==> config.mk <==
export PLATFORM = sky130hd
export DESIGN_NAME = vga_scan_ctrl
export DESIGN_NICKNAME = d
export VERILOG_FILES = /design/src/rtl/vga_pkg.sv /design/src/rtl/scan_counter.sv /design/src/rtl/vga_scan_ctrl.sv
export SDC_FILE = /design/constraint.sdc
export NUM_CORES = 1
export LEC_CHECK = 0
export CORE_MARGIN = 2
export CORE_UTILIZATION = 28
export DETAILED_ROUTE_END_ITERATION = 7
export HOLD_SLACK_MARGIN = 0.03
export PLACE_DENSITY = 0.45
export SLEW_MARGIN = 10
export SYNTH_ARGS = -nofsm -noshare
export SYNTH_HDL_FRONTEND = slang
export SYNTH_SLANG_ARGS = --single-unit
==> constraint.sdc <==
create_clock -name clk -period 2.45 [get_ports clk]
set_clock_uncertainty 0.15 [all_clocks]
set_input_delay 0.3675 -clock clk [delete_from_list [all_inputs] [get_ports clk]]
set_output_delay 0.3675 -clock clk [all_outputs]
set_load 0.03 [all_outputs]
==> src/rtl/vga_pkg.sv <==
// Shared VGA timing constants: 640x480 @ 60 Hz defaults, sync polarity,
// coordinate width.
package vga_pkg;

  localparam int   COORD_W         = 10;

  localparam int   VGA_CLK_DIV     = 4;

  localparam int   VGA_H_VISIBLE   = 640;
  localparam int   VGA_H_FP        = 16;
  localparam int   VGA_H_SYNC      = 96;
  localparam int   VGA_H_BP        = 48;
  localparam int   VGA_H_TOTAL     = VGA_H_VISIBLE + VGA_H_FP + VGA_H_SYNC + VGA_H_BP;

  localparam int   VGA_V_VISIBLE   = 480;
  localparam int   VGA_V_FP        = 10;
  localparam int   VGA_V_SYNC      = 2;
  localparam int   VGA_V_BP        = 33;
  localparam int   VGA_V_TOTAL     = VGA_V_VISIBLE + VGA_V_FP + VGA_V_SYNC + VGA_V_BP;

  // 0 = active-low sync pulses (standard for 640x480)
  localparam logic VGA_SYNC_ACTIVE = 1'b0;

endpackage

==> src/rtl/scan_counter.sv <==
// Wrap-at-MAX up-counter with increment enable, wrap pulse and sync reset.
// The next-state value is exported so the parent can register decodes that
// line up with the counter in the same cycle.
module scan_counter #(
  parameter int W   = 10,
  parameter int MAX = 799
) (
  input  logic         clk_i,
  input  logic         rst_i,
  input  logic         inc_i,
  output logic [W-1:0] count_o,
  output logic [W-1:0] count_d_o,
  output logic         wrap_o
);

  localparam logic [W-1:0] MAX_V = W'(MAX);

  logic [W-1:0] count_q, count_d;
  logic         wrap;

  // next value: step on inc, fold back to 0 after MAX
  always_comb begin
    wrap    = inc_i && (count_q == MAX_V);
    count_d = count_q;
    if (inc_i) count_d = wrap ? '0 : count_q + 1'b1;
  end

  // counter state
  always_ff @(posedge clk_i) begin
    if (rst_i) count_q <= '0;
    else       count_q <= count_d;
  end

  assign count_o   = count_q;
  assign count_d_o = count_d;
  assign wrap_o    = wrap;

endmodule

==> src/rtl/vga_scan_ctrl.sv <==
// VGA scan timing master: pixel-tick divider, h/v scan counters, registered
// sync / blanking / boundary decodes and a free-running frame counter.
module vga_scan_ctrl
  import vga_pkg::*;
#(
  parameter int   CLK_DIV     = VGA_CLK_DIV,
  parameter int   H_VISIBLE   = VGA_H_VISIBLE,
  parameter int   H_FP        = VGA_H_FP,
  parameter int   H_SYNC      = VGA_H_SYNC,
  parameter int   H_BP        = VGA_H_BP,
  parameter int   V_VISIBLE   = VGA_V_VISIBLE,
  parameter int   V_FP        = VGA_V_FP,
  parameter int   V_SYNC      = VGA_V_SYNC,
  parameter int   V_BP        = VGA_V_BP,
  parameter logic SYNC_ACTIVE = VGA_SYNC_ACTIVE
) (
  input  logic               clk,
  input  logic               rst,
  input  logic               en,
  output logic               pix_tick,
  output logic [COORD_W-1:0] h_count,
  output logic [COORD_W-1:0] v_count,
  output logic               hsync,
  output logic               vsync,
  output logic               video_on,
  output logic               line_end,
  output logic               frame_end,
  output logic [7:0]         frame_count
);

  localparam int H_TOTAL = H_VISIBLE + H_FP + H_SYNC + H_BP;
  localparam int V_TOTAL = V_VISIBLE + V_FP + V_SYNC + V_BP;

  localparam logic [COORD_W-1:0] H_VIS_C = COORD_W'(H_VISIBLE);
  localparam logic [COORD_W-1:0] HS_BEG  = COORD_W'(H_VISIBLE + H_FP);
  localparam logic [COORD_W-1:0] HS_END  = COORD_W'(H_VISIBLE + H_FP + H_SYNC);
  localparam logic [COORD_W-1:0] V_VIS_C = COORD_W'(V_VISIBLE);
  localparam logic [COORD_W-1:0] VS_BEG  = COORD_W'(V_VISIBLE + V_FP);
  localparam logic [COORD_W-1:0] VS_END  = COORD_W'(V_VISIBLE + V_FP + V_SYNC);

  // a 1-bit divider still works for CLK_DIV = 1: it just sits at 0
  localparam int             DIV_W   = (CLK_DIV > 1) ? $clog2(CLK_DIV) : 1;
  localparam logic [DIV_W-1:0] DIV_MAX = DIV_W'(CLK_DIV - 1);

  logic [DIV_W-1:0]   div_q;
  logic [COORD_W-1:0] h_q, h_d, v_q, v_d;
  logic               h_wrap, v_wrap;
  logic [7:0]         frame_q;
  logic               hsync_q, vsync_q, video_on_q, line_end_q, frame_end_q;

  // tick is combinational so an en drop never loses a pending pixel: the
  // divider parks at DIV_MAX and the tick fires again on re-enable
  assign pix_tick = en && !rst && (div_q == DIV_MAX);

  // pixel clock divider, frozen while en is low
  always_ff @(posedge clk) begin
    if (rst)     div_q <= '0;
    else if (en) div_q <= (div_q == DIV_MAX) ? '0 : div_q + 1'b1;
  end

  scan_counter #(.W(COORD_W), .MAX(H_TOTAL - 1)) u_h (
    .clk_i     (clk),
    .rst_i     (rst),
    .inc_i     (pix_tick),
    .count_o   (h_q),
    .count_d_o (h_d),
    .wrap_o    (h_wrap)
  );

  scan_counter #(.W(COORD_W), .MAX(V_TOTAL - 1)) u_v (
    .clk_i     (clk),
    .rst_i     (rst),
    .inc_i     (h_wrap),
    .count_o   (v_q),
    .count_d_o (v_d),
    .wrap_o    (v_wrap)
  );

  // frames completed, wraps naturally at 8 bits
  always_ff @(posedge clk) begin
    if (rst)         frame_q <= '0;
    else if (v_wrap) frame_q <= frame_q + 8'd1;
  end

  // decodes from next counter values so they land with h_count/v_count
  always_ff @(posedge clk) begin
    if (rst) begin
      hsync_q     <= ~SYNC_ACTIVE;
      vsync_q     <= ~SYNC_ACTIVE;
      video_on_q  <= 1'b0;
      line_end_q  <= 1'b0;
      frame_end_q <= 1'b0;
    end else begin
      hsync_q     <= (h_d >= HS_BEG && h_d < HS_END) ? SYNC_ACTIVE : ~SYNC_ACTIVE;
      vsync_q     <= (v_d >= VS_BEG && v_d < VS_END) ? SYNC_ACTIVE : ~SYNC_ACTIVE;
      video_on_q  <= (h_d < H_VIS_C) && (v_d < V_VIS_C);
      line_end_q  <= h_wrap;
      frame_end_q <= v_wrap;
    end
  end

  assign h_count     = h_q;
  assign v_count     = v_q;
  assign hsync       = hsync_q;
  assign vsync       = vsync_q;
  assign video_on    = video_on_q;
  assign line_end    = line_end_q;
  assign frame_end   = frame_end_q;
  assign frame_count = frame_q;

endmodule
Word-level counts from Yosys, hierarchy flattened:

Cells that the tools add are included.

* bits of input ports: 3
* bits in registers: 35
* output and inout port bits: 34

* reductions and logical operators: 8
* equality and inequality tests: 3
* magnitude comparators: 6
* mux-type cells: 7
* add/subtract/negate cells: 4

Operators by type and width (number)
* 2-to-1 mux 10 bit: 4
* adder 10 x 1 -> 10 bit, second input constant: 2
* equality test 10 bit, second input constant: 2
* < comparator 10 bit, second input constant: 2
* < comparator 10 x 9 -> 1 bit, second input constant: 2
* >= comparator 10 bit, second input constant: 1
* >= comparator 10 x 9 -> 1 bit, second input constant: 1
* adder 8 x 1 -> 8 bit, second input constant: 1
* logical AND 1 bit: 7
* adder 2 x 1 -> 2 bit, second input constant: 1
* equality test 2 bit, second input constant: 1
* 2-to-1 mux 1 bit: 2
* 2-to-1 mux 2 bit: 1
* zero test 1 bit: 1

Longest topological paths before layout:

Gate-level depths: netlist (run 1).

* depth in word-level cells: 10
* mapped depth: 9

Modules after synthesis:

A second synthesis (run 1) with hierarchy kept.

* cell total of the unflattened synthesis: 197
* area total of the unflattened synthesis: 1721.7 um2

By module, submodules not included
* vga_scan_ctrl: times used 1, sequential area each 300.3 um2, area an instance 609.3 um2, cells an instance 65
* scan_counter at u_v: times used 1, sequential area each 200.2 um2, area an instance 596.8 um2, cells an instance 70
* scan_counter at u_h: times used 1, sequential area each 200.2 um2, area an instance 515.5 um2, cells an instance 62

Worst setup path before layout (run 1):

Ideal clock, no wire load.

* path kind: reg-to-reg
* start point: reg u_h.count_q[0], in the netlist u_h.count_o[0]
* end point: reg video_on_q, in the netlist video_on
* setup time: 0.103 ns
* slack: 0.077 ns
* cell stages (with the launch flop): 7
* data arrival time: 2.119 ns
* cell sequence: dfxtp_1 ha_1 nand3_1 nor4_1 nand4_1 xnor2_1 a2111oi_2

* cells in the longest elaborated chain, start to end: 7
* elaborated cells between the ends (all ways): 11
* classes of those cells: 1 x add/sub; 2 x order compare; 1 x eq/ne; 4 x mux; 3 x reduce/logical

RTL lines
* start, declared: line scan_counter.sv:18 `logic [W-1:0] count_q, count_d;`
* start signal, assigned: line scan_counter.sv:31 `else count_q <= count_d;`
* parallel branches: the longest is 6 deep, another holds adder 10 x 1 -> 10 bit
* logical AND 1 bit (*): line vga_scan_ctrl.sv:96 `video_on_q <= (h_d < H_VIS_C) && (v_d < V_VIS_C);`
* end signal, assigned: line vga_scan_ctrl.sv:96
* end, declared: line vga_scan_ctrl.sv:49 `logic hsync_q, vsync_q, video_on_q, line_end_q, frame_end_q;`

Mark *: on every way between the ends.
A chain may end at the register's enable or synchronous reset.

Worst setup path in the final report (run 1):

* start point: reg div_q[0]
* end point: reg vsync_q, in the netlist vsync

* cells in the longest elaborated chain, start to end: 9
* elaborated cells between the ends (all ways): 10
* classes of those cells: 2 x order compare; 1 x eq/ne; 3 x mux; 4 x reduce/logical

RTL lines
* start, declared: line vga_scan_ctrl.sv:45 `logic [DIV_W-1:0] div_q;`
* start signal, assigned: line vga_scan_ctrl.sv:58 `else if (en) div_q <= (div_q == DIV_MAX) ? '0 : div_q + 1'b1;`
* equality test 2 bit (*): line vga_scan_ctrl.sv:53 `assign pix_tick = en && !rst && (div_q == DIV_MAX);`
* logical AND 1 bit (*): line vga_scan_ctrl.sv:53
* logical AND 1 bit (*): line scan_counter.sv:23 `wrap = inc_i && (count_q == MAX_V);`
* logical AND 1 bit: line scan_counter.sv:23
* 2-to-1 mux 10 bit: line scan_counter.sv:25 `if (inc_i) count_d = wrap ? '0 : count_q + 1'b1;`
* 2-to-1 mux 10 bit (*): line scan_counter.sv:25
* >= comparator 10 x 9 -> 1 bit or < comparator 10 x 9 -> 1 bit (tied branches): line vga_scan_ctrl.sv:95 `vsync_q <= (v_d >= VS_BEG && v_d < VS_END) ? SYNC_ACTIVE : ~SYNC_ACTIVE;`
* logical AND 1 bit (*): line vga_scan_ctrl.sv:95
* 2-to-1 mux 1 bit (*): line vga_scan_ctrl.sv:95
* end signal, assigned: line vga_scan_ctrl.sv:89 `vsync_q <= ~SYNC_ACTIVE;`
* end signal, assigned: line vga_scan_ctrl.sv:95
* end, declared: line vga_scan_ctrl.sv:49

Mark *: on every way between the ends. The rest lies on a longest branch, timed or not.

==> metrics.csv, run 1 <==
metric,value,unit
status,finished clean,
Hold Fails Final Rpt,0,
crit path buf inv count,2,
CP peak stage delay,0.36,ns
Post-Layout Cell Count,346,
fmax,438,MHz
WL final,4540,µm
Final nets,278,
routed length on met3,207,µm
area grow syn2layout,44.6,%
crit end category,flip-flop,
CTS Buf Count,5,
vias,1669,
crit-path cells,ha_2 > nand4b_1 > buf_4 > nor4_4 > buf_4 > nand4b_1 > a21bo_2 > a21oi_2 > nand4_1,
io pins,37,
pwr dens,485,mW/mm²
Final min period,2.28,ns
clock root cell,clkbuf_8,
GP Congestion,0.842,
Worst Max-Slew Pin Slew,0.351,ns
RSZ-0062 raised after global routing,false,
CTS tree,yes,
"Reg clk slew, reported paths",0.08,ns
Max transition margin,76.4,%
Num Clock Sinks,35,
Worst EP arrival,2.29,ns
total power,1.24,mW
Area after DPL,0.00240,mm²
WS Path Type,reg -> reg,
"Cell Area, Synth",0.00177,mm²
Skew-Pair Late Insertion Delay,0.28,ns
# fillers,637,
diode count,0,
Initial Utilization,29.3,%
CP max-delay cell,dfxtp_1,
Yosys cell types,42,
Peak VDD IR,0.252,mV
wire length per cell,13.1,µm
number of setup violations in the final report,0,
CP Max Fanout,8,
register bit count reported by yosys,35,
core footprint,0.00603,mm²
Std-Cell Rows,28,
Leak,0.951,nW
kind of launch point of the worst setup path,flip-flop,
flip-flop and latch area,701,µm²
cells after synthesis,208,
WHS,0.360,ns
Via-to-Cell Ratio,4.82,
wl on met1,2440,µm
vias in the first global route,1569,
# port buffers,36,
Async SR Flop Fraction,0,%
Max Used Layer,met4,
primary flip-flop cell chosen by synthesis mapping,dfxtp_1,
"Avg Cell Area, Syn",8.49,µm²
final period utilization,93.2,%
register area share after synthesis,39.7,%
post-DP HPWL,3370,µm
initial DRC count,69,
Die Y,83.4,µm
Routed Antenna Nets,0,
syn nets,216,
Pins Over Slew Limit,0,
global-route wire length before repair,7760,µm
total grt overflow,0,
Multi-input gate area,0.00101,mm²
placed cells,338,
worst hold path type,reg -> reg,
warnings from Yosys,0,
largest net degree at the start of global routing,25,
drt pass-1 iters,4,
initial antenna violation count,0,
final design area excluding fillers,0.00255,mm²
"CP delay by family, top",simple AND/OR/NAND/NOR gates,
number of flops mapped to enable cells by yosys,0,
number of max-cap violations,0,
Util after Layout,42.4,%
GRT Overall Usage,13.5,%
Max clock buf depth,2,
Die ar.,0.00696,mm²
"commonest cells after routing, fill and taps aside","35 x dfxtp_1, 35 x clkdlybuf4s50_1, 31 x buf_4, 29 x nor2_1, 16 x nand2_1",
met2 WL,1850,µm
Remaining DRCs,0,
share of layout cells above drive strength 1,18.8,%
Die Span X,83.4,µm
H-tree depth,2,
Worst Path Required,2.46,ns
## logic make-up (layout without fill, tap and decap cells)
group,Yosys count,after routing,synth area share [%]
multiplexers,3,3,1.70
AND/OR/NAND/NOR,102,102,30.9
XOR/XNOR,20,20,9.92
flip-flops,35,35,39.7
AO/OA/AOI/OAI,27,27,10.1
buffers and inverters,16,79,4.18
adder cells (fa/ha/maj),5,5,3.54
## worst register-to-register path, stage by stage, from the launching register on
cell      delay [ns]
dfxtp_1         0.36
ha_2            0.23
nand4b_1        0.11
buf_4           0.18
nor4_4          0.24
buf_4           0.22
nand4b_1        0.13
a21bo_2         0.24
a21oi_2         0.19
nand4_1         0.11
## path summary, 6_finish.rpt
kind,from,to,slack [ns],cells after the start
max,div_q[0],vsync,0.17,9
min,div_q[1],div_q[1],0.36,2
max reg2reg,div_q[0],vsync,0.17,9
min reg2reg,div_q[1],div_q[1],0.36,2
## Yosys cell counts (all sizes together), types with 2 or more instances
master / n / share of area [%]
a21oi: 9 / 2.5
a31oi: 2 / 0.71
and2: 2 / 0.71
and3: 5 / 1.8
buf: 3 / 1.2
clkbuf: 9 / 2.1
dfxtp: 35 / 40
ha: 5 / 3.5
inv: 4 / 0.85
mux2i: 3 / 1.7
nand2: 16 / 3.4
nand2b: 3 / 1.2
nand3: 10 / 2.8
nand4: 13 / 4.6
nand4b: 3 / 1.5
nor2: 29 / 6.2
nor2b: 2 / 0.71
nor3: 7 / 2.0
nor4: 5 / 2.6
o21ai: 7 / 2.0
xnor2: 7 / 3.5
xor2: 13 / 6.4
## state kept, by name (all words and copies together) (netlist names)
name	count
div_q	2
frame_count	8
frame_end	1
hsync	1
line_end	1
u_h.count_o	10
u_v.count_o	10
video_on	1
vsync	1
## report_power, final
part	internal (mW)	total, mW	switching [mW]
Sequential	0.572	0.575	0.00247
Clock	0.406	0.629	0.223
Combinational	0.0161	0.0354	0.0193
Total	0.995	1.24	0.245
## timing repair
action	in CTS	in global routing
hold buffers	0	0
gates resized for setup	0	3
buffers inserted	0	0
endpoints found under the setup margin	0	2
## layer usage
metal / up-vias / track usage [%]
li1: 864 / -
met1: 754 / 20.3
met2: 46 / 18.9
met3: 5 / 3.38
met4: 0 / 3.96
met5: - / 0
## per-stage QoR
stage	TNS [ns]	setup WS, ns
floorplan	0	0.0771
global placement	-0.618	-0.231
detailed placement	-0.586	-0.199
CTS	0	0.0663
global route	0	0.0277
finish	0	0.167
## layout make-up
type	instances	share of cell area [%]
Tap cell	75	3.67
Multi-Input combinational cell	157	39.4
Sequential cell	35	27.4
Clock buffer	5	2.69
Clock inverter	3	2.64
Timing Repair Buffer	67	23.6
Inverter	4	0.588
(Power assumes the default switching activity.)
==> run 2, diff against run 1 <==
--- a/config.mk
+++ b/config.mk
@@ -8,6 +8,7 @@
 export CORE_MARGIN = 2
 export CORE_UTILIZATION = 28
 export DETAILED_ROUTE_END_ITERATION = 7
+export GPL_ROUTABILITY_DRIVEN = 0
 export HOLD_SLACK_MARGIN = 0.03
 export PLACE_DENSITY = 0.45
 export SLEW_MARGIN = 10
==> results of run 2 <==
Same layout as run 1: the final DEF is identical, and so are final timing and power.
==> run 3, diff against run 2 <==
--- a/config.mk
+++ b/config.mk
@@ -5,7 +5,6 @@
 export SDC_FILE = /design/constraint.sdc
 export NUM_CORES = 1
 export LEC_CHECK = 0
-export CORE_MARGIN = 2
 export CORE_UTILIZATION = 28
 export DETAILED_ROUTE_END_ITERATION = 7
 export GPL_ROUTABILITY_DRIVEN = 0
==> metrics.csv, run 3 (synthesis results as in run 1) <==
metric,value,unit,change
CTS tree,yes,,
CTS Buf Count,5,,unchanged
total power,1.12,mW,-9.6%
Worst Max-Slew Pin Slew,0.315,ns,-0.0360 ns
Remaining DRCs,0,,unchanged
initial antenna violation count,0,,unchanged
GR met1 Demand/Resource,19.2,%,-1.2 points
post-CTS setup buffer count,0,,unchanged
R2R Path Start,u_h.count_o[0],,
Final nets,277,,-0.36%
"commonest cells after routing, fill and taps aside","35 x dfxtp_1, 35 x clkdlybuf4s50_1, 30 x buf_4, 29 x nor2_1, 16 x nand2_1",,
crit end category,flip-flop,,
Die Span X,81.4,µm,-2.4%
CP max-delay cell,clkdlybuf4s50_1,,
Worst Path Required,2.49,ns,+0.03 ns
Num Clock Sinks,35,,unchanged
number of setup violations in the final report,0,,unchanged
share of layout cells above drive strength 1,17.5,%,-1.3 points
Max transition margin,78.8,%,+2.4 points
Skew-Pair Late Insertion Delay,0.29,ns,about the same
final period utilization,95.7,%,+2.5 points
largest net degree at the start of global routing,17,,-32%
# fillers,612,,-3.9%
clock root cell,clkbuf_8,,
worst hold path type,reg -> reg,,
status,finished clean,,
M3 GR Usage,3.78,%,+0.40 points
post-DP HPWL,3280,µm,-2.6%
Min-Delay Path Depth,2,,unchanged
Leak,0.932,nW,-2.0%
# port buffers,36,,unchanged
reg2reg setup slack,0.18,ns,about the same
Peak VDD IR,0.219,mV,-13%
Final min period,2.34,ns,+0.0603 ns
WL final,4490,µm,-1.2%
Max clock buf depth,2,,unchanged
Std-Cell Rows,28,,unchanged
Util after Layout,41.9,%,-0.52 points
vias,1697,,+1.7%
RSZ-0062 raised after global routing,false,,
diode count,0,,unchanged
initial DRC count,53,,-23%
worst hold start,div_q[1],,
io pins,37,,unchanged
Via-to-Cell Ratio,4.93,,+2.3%
Routed Antenna Nets,0,,unchanged
number of max-cap violations,0,,unchanged
Top Usage Layer GRT,met2,,
placed cells,337,,-0.30%
WS Path Type,in -> reg,,
CP Max Fanout,4,,-4
WHS,0.356,ns,-0.00340 ns
FF-to-FF End,video_on,,
Most common cell on crit path,buf_4,,
Initial Utilization,29.5,%,+0.17 points
global-route wire length before repair,7300,µm,-5.9%
total grt overflow,0,,unchanged
GRT Overall Usage,14.8,%,+1.2 points
Pins Over Slew Limit,0,,unchanged
Worst EP arrival,2.38,ns,+0.09 ns
hold buffer count at CTS,0,,unchanged
Final TNS setup,0,ns,unchanged
H-tree depth,2,,unchanged
Post-Layout Cell Count,344,,-0.58%
Die Y,81.4,µm,-2.4%
Worst R2R Path Depth,7,,-2
"Reg clk slew, reported paths",0.07,ns,about the same
wire length per cell,13.0,µm,-0.64%
fmax,427,MHz,-2.6%
GR Util met2,22.0,%,+3.1 points
Die ar.,0.00663,mm²,-4.7%
core footprint,0.00599,mm²,-0.58%
pwr dens,447,mW/mm²,-7.9%
crit-path cells,clkdlybuf4s50_1 > nand4b_1 > buf_4 > nor4_1 > buf_4 > nand4_1 > xnor2_1 > a2111oi_2,,
drt pass-1 iters,4,,unchanged
vias in the first global route,1533,,-2.3%
WHS Endpoint,div_q[1],,
kind of launch point of the worst setup path,primary input,,
CP peak stage delay,0.45,ns,+0.09 ns
Hold Fails Final Rpt,0,,unchanged
area grow syn2layout,42.0,%,
-- run 3: changes by cell type in the layout (fill, tap and decap cells not counted) --
cell and delta:
a211oi_1 -1, a211oi_2 +1, buf_4 -1, bufinv_16 -1
clkbuf_1 +1, clkinvlp_4 -1, ha_1 +1, ha_2 -1
xor2_1 +1, xor2_2 -1
-- run 3: through the flow --
step,instance area (µm²),setup slack (ns)
floorplan,1770,0.0771
global placement,2400,-0.214
detailed placement,2400,-0.220
CTS,2500,0.0782
global route,2510,0.00783
finish,2510,0.106
-- run 3: area by class of cell --
class                   instances  area, µm²  share of cell area, %
clock buffers                   6       72.6                   2.89
clock inverters                 1       30.0                   1.20
inverters                       4       15.0                  0.599
multi-input cells             157       1000                   39.9
flip-flops and latches         35        701                   27.9
well taps                      75       93.8                   3.74
repair buffers                 66        596                   23.7
-- run 3: power breakdown --
| part | switching, mW | total [mW] | internal [mW] |
|---|---|---|---|
| clock | 0.212 | 0.510 | 0.298 |
| combinational | 0.0188 | 0.0359 | 0.0171 |
| sequential | 0.00262 | 0.575 | 0.573 |
-- run 3: routing by layer --
metal | wire (µm) | vias up
li1 | - | 850
met1 | 2240 | 785
met2 | 1900 | 50
met3 | 215 | 12
met4 | 130 | 0
met5 | 0 | -
-- run 3: repair_timing --
action,4_1_cts,5_1_grt
setup endpoints to repair,0,2
gates resized for setup,0,2
hold endpoints to repair,0,0
-- run 3: worst max-delay path: cells and delay by family --
kind,cells,cell delay [ns]
buf+inv,3,0.83
simple gates,3,0.65
compound gates,1,0.35
xor+xnor,1,0.19
-- run 3: how the worst max path moves through the flow --
stage / from / end / slack [ns] / depth (start not counted)
final: rst / video_on / 0.11 / 8
after global routing: rst / video_on / 0.008 / 8
after detailed placement: rst / video_on / -0.22 / 8
after CTS: rst / video_on / 0.08 / 8
after floorplan: u_h.count_o[0] / video_on / 0.08 / 6
after global placement: rst / vsync / -0.21 / 9
